## src/rtl/gray_pkg.sv

```systemverilog
// Shared Gray/binary helpers for the counter slice. Functions operate on a
// MAX_WIDTH word; narrower values are zero-extended, which leaves results intact.
package gray_pkg;

  localparam int MAX_WIDTH = 16;

  typedef logic [MAX_WIDTH-1:0] word_t;

  function automatic word_t bin2gray(input word_t b);
    return b ^ (b >> 1);
  endfunction

  function automatic word_t gray2bin(input word_t g);
    word_t b;
    b[MAX_WIDTH-1] = g[MAX_WIDTH-1];
    for (int i = MAX_WIDTH - 2; i >= 0; i--) begin
      b[i] = b[i+1] ^ g[i];
    end
    return b;
  endfunction

endpackage

```

## src/rtl/gray2bin_comb.sv

```systemverilog
// Parametrised combinational Gray-to-binary XOR chain, MSB passes straight through.
module gray2bin_comb #(
  parameter int WIDTH = 4
) (
  input  logic [WIDTH-1:0] gray,
  output logic [WIDTH-1:0] bin
);

  assign bin[WIDTH-1] = gray[WIDTH-1];

  for (genvar gi = WIDTH - 2; gi >= 0; gi--) begin : g_chain
    assign bin[gi] = bin[gi+1] ^ gray[gi];
  end

endmodule

```

## src/rtl/gray_updown_counter.sv

```systemverilog
// Up/down counter with Gray-coded state, registered binary mirror, wrap pulse
// and an independent one-cycle Gray-to-binary conversion channel.
module gray_updown_counter
  import gray_pkg::*;
#(
  parameter int WIDTH = 4
) (
  input  logic             clk,
  input  logic             rst,
  input  logic             en,
  input  logic             up,
  input  logic             load,
  input  logic             load_gray,
  input  logic [WIDTH-1:0] D,
  output logic [WIDTH-1:0] GRAY,
  output logic [WIDTH-1:0] BIN,
  output logic             wrap,
  input  logic [WIDTH-1:0] CONV_IN,
  input  logic             CONV_VLD,
  output logic [WIDTH-1:0] CONV_OUT,
  output logic             CONV_OVLD
);

  logic [WIDTH-1:0] gray_reg, gray_next;
  logic [WIDTH-1:0] bin_reg, bin_next;
  logic             wrap_reg, wrap_next;
  logic [WIDTH-1:0] conv_out_reg;
  logic             conv_ovld_reg;

  logic [WIDTH-1:0] d_bin;
  logic [WIDTH-1:0] conv_bin;
  word_t            gray_wide;

  gray2bin_comb #(.WIDTH(WIDTH)) u_load_conv (
    .gray (D),
    .bin  (d_bin)
  );

  gray2bin_comb #(.WIDTH(WIDTH)) u_chan_conv (
    .gray (CONV_IN),
    .bin  (conv_bin)
  );

  // Gray is always derived from the next binary value, so a count step flips one bit.
  assign gray_wide = bin2gray(word_t'(bin_next));

  always_comb begin
    bin_next  = bin_reg;
    gray_next = gray_reg;
    wrap_next = 1'b0;
    if (load) begin
      bin_next  = load_gray ? d_bin : D;
      gray_next = load_gray ? D : gray_wide[WIDTH-1:0];
    end else if (en) begin
      if (up) begin
        bin_next  = bin_reg + 1'b1;
        wrap_next = &bin_reg;
      end else begin
        bin_next  = bin_reg - 1'b1;
        wrap_next = ~|bin_reg;
      end
      gray_next = gray_wide[WIDTH-1:0];
    end
  end

  always_ff @(posedge clk) begin
    if (rst) begin
      gray_reg      <= '0;
      bin_reg       <= '0;
      wrap_reg      <= 1'b0;
      conv_out_reg  <= '0;
      conv_ovld_reg <= 1'b0;
    end else begin
      gray_reg      <= gray_next;
      bin_reg       <= bin_next;
      wrap_reg      <= wrap_next;
      conv_ovld_reg <= CONV_VLD;
      if (CONV_VLD) begin
        conv_out_reg <= conv_bin;
      end
    end
  end

  assign GRAY      = gray_reg;
  assign BIN       = bin_reg;
  assign wrap      = wrap_reg;
  assign CONV_OUT  = conv_out_reg;
  assign CONV_OVLD = conv_ovld_reg;

  word_t bin_of_gray_wide;
  assign bin_of_gray_wide = gray2bin(word_t'(gray_reg));

  bin_matches_gray: assert property (@(posedge clk) disable iff (rst)
    bin_reg == bin_of_gray_wide[WIDTH-1:0]);

endmodule
```

## config.mk

```make
export PLATFORM = sky130hd
export DESIGN_NAME = gray_updown_counter
export DESIGN_NICKNAME = d
export VERILOG_FILES = /design/src/rtl/gray_pkg.sv /design/src/rtl/gray2bin_comb.sv /design/src/rtl/gray_updown_counter.sv
export SDC_FILE = /design/constraint.sdc
export NUM_CORES = 1
export LEC_CHECK = 0
export ABC_AREA = 1
export CAP_MARGIN = 40
export CORE_MARGIN = 4
export CORE_UTILIZATION = 40
export CTS_CLUSTER_DIAMETER = 150
export DETAILED_ROUTE_END_ITERATION = 7
export PLACE_DENSITY_LB_ADDON = 0.2
export SLEW_MARGIN = 20
export SYNTH_ARGS = -nofsm -noshare
export SYNTH_HDL_FRONTEND = slang
export SYNTH_SLANG_ARGS = --single-unit
```

## constraint.sdc

```tcl
create_clock -name clk -period 2.55 [get_ports clk]
set_clock_uncertainty 0.15 [all_clocks]
set_input_delay 0.51 -clock clk [delete_from_list [all_inputs] [get_ports clk]]
set_output_delay 0.51 -clock clk [all_outputs]
set_load 0.02 [all_outputs]
```

# Yosys cells after proc, flatten, opt, wreduce, memory -nomap -nowiden

Cells that the tools add are included.

Input bits: 15
Register bits after elaboration: 14
Output and inout port bits: 14

Add/subtract/negate cells: 2
Multiplexer cells: 8
Reductions and logical operators: 5
Bitwise operators: 8

Operators by type and width:

| cell                                              | count |
|---|---|
| 2-to-1 mux 4 bit                                  | 6 |
| bitwise XOR 1 bit                                 | 6 |
| adder 4 x 1 -> 4 bit (second input constant)      | 1 |
| AND reduction 4 bit                               | 1 |
| OR reduction 4 bit                                | 1 |
| subtractor 4 x 1 -> 4 bit (second input constant) | 1 |
| bitwise XOR 4 x 3 -> 4 bit                        | 1 |
| 2-to-1 mux 3 bit                                  | 1 |
| OR reduction 3 bit                                | 1 |
| nonzero test 2 bit                                | 1 |
| zero test 1 bit                                   | 1 |
| 2-to-1 mux 1 bit                                  | 1 |
| inverter 1 bit                                    | 1 |

# Depth between registers and ports, before layout

Word-level depth: 8
Gate-level depth with buffers: 13
Gate-level depth less buffers: 13

# By module

A second synthesis with hierarchy kept.

Cell total of the unflattened synthesis: 163
Area, all modules: 1,019.7 sq um

Modules (own cells, without submodules):

| module              | times used | area each (sq um) | cells each |
|---|---|---|---|
| gray_updown_counter | 1          | 832.0             | 127 |
| gray2bin_comb       | 2          | 93.8              | 18 |

# Worst setup path after synthesis

Ideal clock, no wire load.

Path kind: register to register
From: register bin_reg[0], in the netlist BIN[0]
To: register gray_reg[1], in the netlist GRAY[1]
Data arrival time: 1,601 ps
Setup time: 131 ps
Data required time: 2,269 ps
Setup slack: 669 ps
Buffers on the path: 0
Clock period less this slack: 1,881 ps
Stages on the path, launching flop included: 10
Cell sequence: dfxtp_1 > inv_1 > fa_1 > inv_1 > o22ai_2 > a21oi_4 > inv_2 > nand2_1 > nand3_1 > a21oi_2

Cells in the longest elaborated chain, start to end: 7

Ends and longest elaborated chain:

| what                                                              | RTL line                                             | text |
|---|---|---|
| start: declaration                                                | gray_updown_counter.sv:25                            | `logic [WIDTH-1:0] bin_reg, bin_next;` |
| start signal: assignment                                          | gray_updown_counter.sv:75                            | `bin_reg <= bin_next;` |
| subtractor 4 x 1 -> 4 bit or adder 4 x 1 -> 4 bit (tied branches) | gray_updown_counter.sv:59, gray_updown_counter.sv:56 |  |
| 2-to-1 mux 4 bit (*)                                              | gray_updown_counter.sv:55                            | `if (up) begin` |
| 2-to-1 mux 4 bit (*)                                              | gray_updown_counter.sv:54                            | `end else if (en) begin` |
| 2-to-1 mux 4 bit (*)                                              | gray_updown_counter.sv:51                            | `if (load) begin` |
| bitwise XOR 4 x 3 -> 4 bit (*)                                    | gray_pkg.sv:10                                       | `return b ^ (b >> 1);` |
| 2-to-1 mux 4 bit (on tied branches)                               | gray_updown_counter.sv:54, gray_updown_counter.sv:53 |  |
| 2-to-1 mux 4 bit (*)                                              | gray_updown_counter.sv:51                            |  |
| end signal: assignment                                            | gray_updown_counter.sv:74                            | `gray_reg <= gray_next;` |
| end: declaration                                                  | gray_updown_counter.sv:24                            | `logic [WIDTH-1:0] gray_reg, gray_next;` |

Every way passes the cells marked *; elsewhere a longest branch is shown, timed or not. The select of a mux whose other input is x is not followed.
A chain may end at the register's enable or synchronous reset.

# Worst setup path in the final report

From: input port up
To: register gray_reg[2], in the netlist GRAY[2]

Cells in the longest elaborated chain, start to end: 6

Ends and longest elaborated chain:

| what                                | RTL line                                             | text |
|---|---|---|
| start: declaration                  | gray_updown_counter.sv:11                            | `input logic up,` |
| 2-to-1 mux 4 bit (*)                | gray_updown_counter.sv:55                            |  |
| 2-to-1 mux 4 bit (*)                | gray_updown_counter.sv:54                            |  |
| 2-to-1 mux 4 bit (*)                | gray_updown_counter.sv:51                            |  |
| bitwise XOR 4 x 3 -> 4 bit (*)      | gray_pkg.sv:10                                       |  |
| 2-to-1 mux 4 bit (on tied branches) | gray_updown_counter.sv:54, gray_updown_counter.sv:53 |  |
| 2-to-1 mux 4 bit (*)                | gray_updown_counter.sv:51                            |  |

Marked as above.

==> impl_summary.md <==
Pwr
The total design power is 0.0006297 W. The switching share of power is 32.34%. The internal power of the cells is 0.0004260 W. The combinational cell fraction of total power is 34.2%. The static leakage is 0.5608 nW. Power spread over the standard cell area amounts to 529.8 mW/mm^2. The share of power burned in the clock network is 25.5%. Registers are responsible for 40.3% of the overall power. The net switching component of the power is 0.0002037 W. IR analysis of the VDD net gives a maximum drop of 0.3861 mV.

Setup path
The kind of end point of the critical path is a register. The critical path goes through clkdlybuf4s50_1 > inv_2 > ha_1 > or2_1 > nand2_1 > nand2_1 > nand2_1 > nand2_1 > nand3_2 > nand2_2 > nand2_1 > nand3_1 > a21oi_1. The sum of buffers and inverters on the critical path is 2. The critical path runs through a total of 13 cells. The worst-case register-to-register setup slack is 660 ps. STA puts the critical path data required time at 2610 ps. The critical path ends at GRAY[2].

The startpoint identified for the worst register-to-register timing path is BIN[0]. For the worst flop-to-flop path, the logic depth is 8. In this run the worst path has a maximum fanout of 3. The worst setup path is of the in2reg kind.

STA puts the critical path data arrival time at 2290 ps. The cell family contributing the most delay on the critical path is simple AND/OR/NAND/NOR gates. The critical path launch point type is a primary input. The worst flop-to-flop path endpoint is GRAY[0].

The critical path startpoint is up. The critical path's most frequent cell is sky130_fd_sc_hd__nand2_1. Among all stages on the critical path, the largest delay is contributed by sky130_fd_sc_hd__clkdlybuf4s50_1.

The largest single stage delay on the critical path is 550 ps.

Routing
Wires add up to 1885 um. The post-route antenna net violation count is 0. The detailed router placed 848 vias in this run. The residual DRC count is 0. The number of detailed-route iterations in the first pass is 4. Dividing the detail-routed wire length by the instance count gives 10.65 um. The iteration-0 DRC count of the detailed router is 13. Using the TritonRoute via totals, the vias-per-cell ratio works out to 4.791.

Cells and area
The synthesis-to-finish area growth is 42.43%. The top cell types in the final layout, fill and taps aside, are sky130_fd_sc_hd__clkdlybuf4s50_1 (28), sky130_fd_sc_hd__nand2_1 (24), sky130_fd_sc_hd__inv_1 (17). The most common cell after layout, fill and taps aside is sky130_fd_sc_hd__clkdlybuf4s50_1. In the final layout, the share of cells above drive strength 1 is 13.33%.

The final layout net count is 169. The final cell count without fillers is 177. Cells fill 60.59% of the core in the end. 0 antenna diodes ended up in the layout.

Timing
The accumulated negative setup slack is 0 ps. The number of pins exceeding their max-slew limit in the final report is 0. The share of the cycle needed by the critical path after routing is 87.59%. The final period demand of the worst path is 2234 ps.

At the pin with the least slew margin, the transition time is 418.5 ps. Setup repair after global routing left no endpoint under its margin. Timing would allow up to 447.7 MHz. The final number of hold-violating endpoints is 0. The normalized max-slew margin is 72.01%. The final worst setup slack is 316.5 ps.

The final count of negative-setup-slack endpoints is 0.

CTS
In this run the number of H-tree levels came out at 1. Counting the buffers created by CTS gives 3. The number of setup buffers added after CTS is 0.

The number of buffers added to fix hold violations after cts is 0. Counting every sink on the clock net gives 14. Clock tree synthesis selected as its root buffer the cell sky130_fd_sc_hd__clkbuf_4. Counting along the longest clock path gives a buffer depth of 2. For the worst-skew pair, the clock arrives at the later sink with an insertion delay of 280 ps. TritonCTS built the clock tree. Clock-pin slew was measured on the worst setup and hold paths at 80 ps.

The post-CTS resize count is 0.

Place
The pre-CTS setup slack is 22.34 ps. Counting tap cells, the placed design contains a total of 173 instances. Detailed placement ended at an HPWL of 1568 um. Routability-driven placement finished with a final weighted congestion of 0.7840. The total of buffers placed on input and output ports is 28.

Synth
The Yosys step of the flow raised 0 warnings. The distinct cell type count after synthesis is 25. In this run the mean area of a mapped cell was 7.072 um^2.

The net count after synthesis is 136. The flip-flop and latch count after synthesis is 14. The post-synth design cell area is 834.6 um^2. The number of instances in the synthesized netlist is 118. The share of the Yosys chip area taken by registers is 33.58%.

Flow run
Max-cap violations in this run came to 0.

Global routing
The number of global-route vias before repair is 805. The pin count of the biggest net entering global routing is 13. Global routing used 15.42% of the available tracks across all layers.

The initial antenna violation count is 0. Global routing finished with a remaining overflow of 0. The first-pass GRT wire length is 3256 um.

Hold path
The worst min-delay path category is reg2reg.

Floorplanning
In this run the vertical extent of the chip is 53.68 um. The placeable core area is 0.001962 mm^2. The top-level port count is 29. The floorplan has 16 rows. The effective utilization at floorplan is 42.54%. Measured along the x axis, the die boundary spans 53.68 um. The floorplan step defined a die boundary enclosing 0.002881 mm^2.

Outcome
The run finished with clean final reports.
==> power by group through the flow <==
stage | clock network [W] | registers [W] | logic, W
2_1_floorplan | 0 | 0.000282 | 0.000104
3_3_place_gp | 0 | 0.000259 | 0.000212
3_5_place_dp | 0 | 0.000259 | 0.000216
4_1_cts | 0.000166 | 0.000254 | 0.000218
5_1_grt | 0.000172 | 0.000257 | 0.000240
6_report | 0.000160 | 0.000254 | 0.000215
==> final cells by class <==
cell class                      count  area, um^2
Inverter                           21       78.83
Timing Repair Buffer               29       287.8
Sequential cell                    14       280.3
Clock buffer                        4       36.28
Fill cell                         199       773.2
Multi-Input combinational cell     82       471.7
Tap cell                           27       33.78
==> per-layer routing <==
metal  global-route usage [%]  up-vias  part of all wire, %
met4                    3.830        0                  1.0
met5                        0        -                    0
met1                    16.72      380                   39
met3                    4.986        4                  6.5
met2                    28.43       23                   53
li1                         -      441                    -
==> worst min-delay path, stage by stage, from the launching register on <==
cell                      delay [ps]
sky130_fd_sc_hd__dfxtp_1         320
sky130_fd_sc_hd__nand2_1          60
sky130_fd_sc_hd__a21oi_1          50
==> how the worst min path moves through the flow <==
stage | from | endpoint | cells after the start
after detailed placement | GRAY[0] | GRAY[0] | 2
after floorplan | GRAY[0] | GRAY[0] | 2
after global routing | GRAY[2] | GRAY[2] | 2
final | GRAY[0] | GRAY[0] | 2
after global placement | GRAY[2] | GRAY[2] | 2
after CTS | GRAY[0] | GRAY[0] | 2
==> through the flow <==
step	area, um^2	hold WS (ps)
floorplan	834.6	390.8
global placement	1152	308.7
detailed placement	1152	308.4
CTS	1189	323.5
global route	1189	357.8
finish	1189	323.6
==> cell families (layout without fill, tap and decap cells) <==
| kind of cell | Yosys count | after routing | share of synthesized area [%] |
|---|---|---|---|
| AO/OA/AOI/OAI | 18 | 18 | 14.39 |
| XOR/XNOR | 4 | 4 | 4.199 |
| adder cells (fa/ha/maj) | 3 | 3 | 5.397 |
| buffers and inverters | 22 | 54 | 9.894 |
| flip-flops | 14 | 14 | 33.58 |
| AND/OR/NAND/NOR | 57 | 57 | 32.53 |
==> Yosys cell counts <==
master                      count  area, um^2
sky130_fd_sc_hd__nand2_2        4       25.02
sky130_fd_sc_hd__nand3_1        9       45.04
sky130_fd_sc_hd__a21oi_1        6       30.03
sky130_fd_sc_hd__xnor2_1        2       17.52
sky130_fd_sc_hd__o21ai_1        4       20.02
sky130_fd_sc_hd__ha_1           2       25.02
sky130_fd_sc_hd__or2_1          2       12.51
sky130_fd_sc_hd__a2111oi_0      1       8.760
sky130_fd_sc_hd__dfxtp_1       14       280.3
sky130_fd_sc_hd__a21oi_2        1       8.760
sky130_fd_sc_hd__nor2_1        12       45.04
sky130_fd_sc_hd__inv_2          4       15.01
sky130_fd_sc_hd__clkbuf_1       1       3.750
sky130_fd_sc_hd__o22ai_2        1       12.51
sky130_fd_sc_hd__a21oi_4        1       16.27
sky130_fd_sc_hd__fa_1           1       20.02
sky130_fd_sc_hd__nand4_1        2       12.51
sky130_fd_sc_hd__xor2_1         2       17.52
sky130_fd_sc_hd__o21ai_0        2       10.01
sky130_fd_sc_hd__nand3_2        3       30.03
sky130_fd_sc_hd__nand2_1       24       90.09
sky130_fd_sc_hd__o211ai_1       1       7.510
sky130_fd_sc_hd__nand2_4        1       11.26
sky130_fd_sc_hd__a31oi_1        1       6.260
sky130_fd_sc_hd__inv_1         17       63.81
No activity file was read; power rests on OpenSTA's default activity.
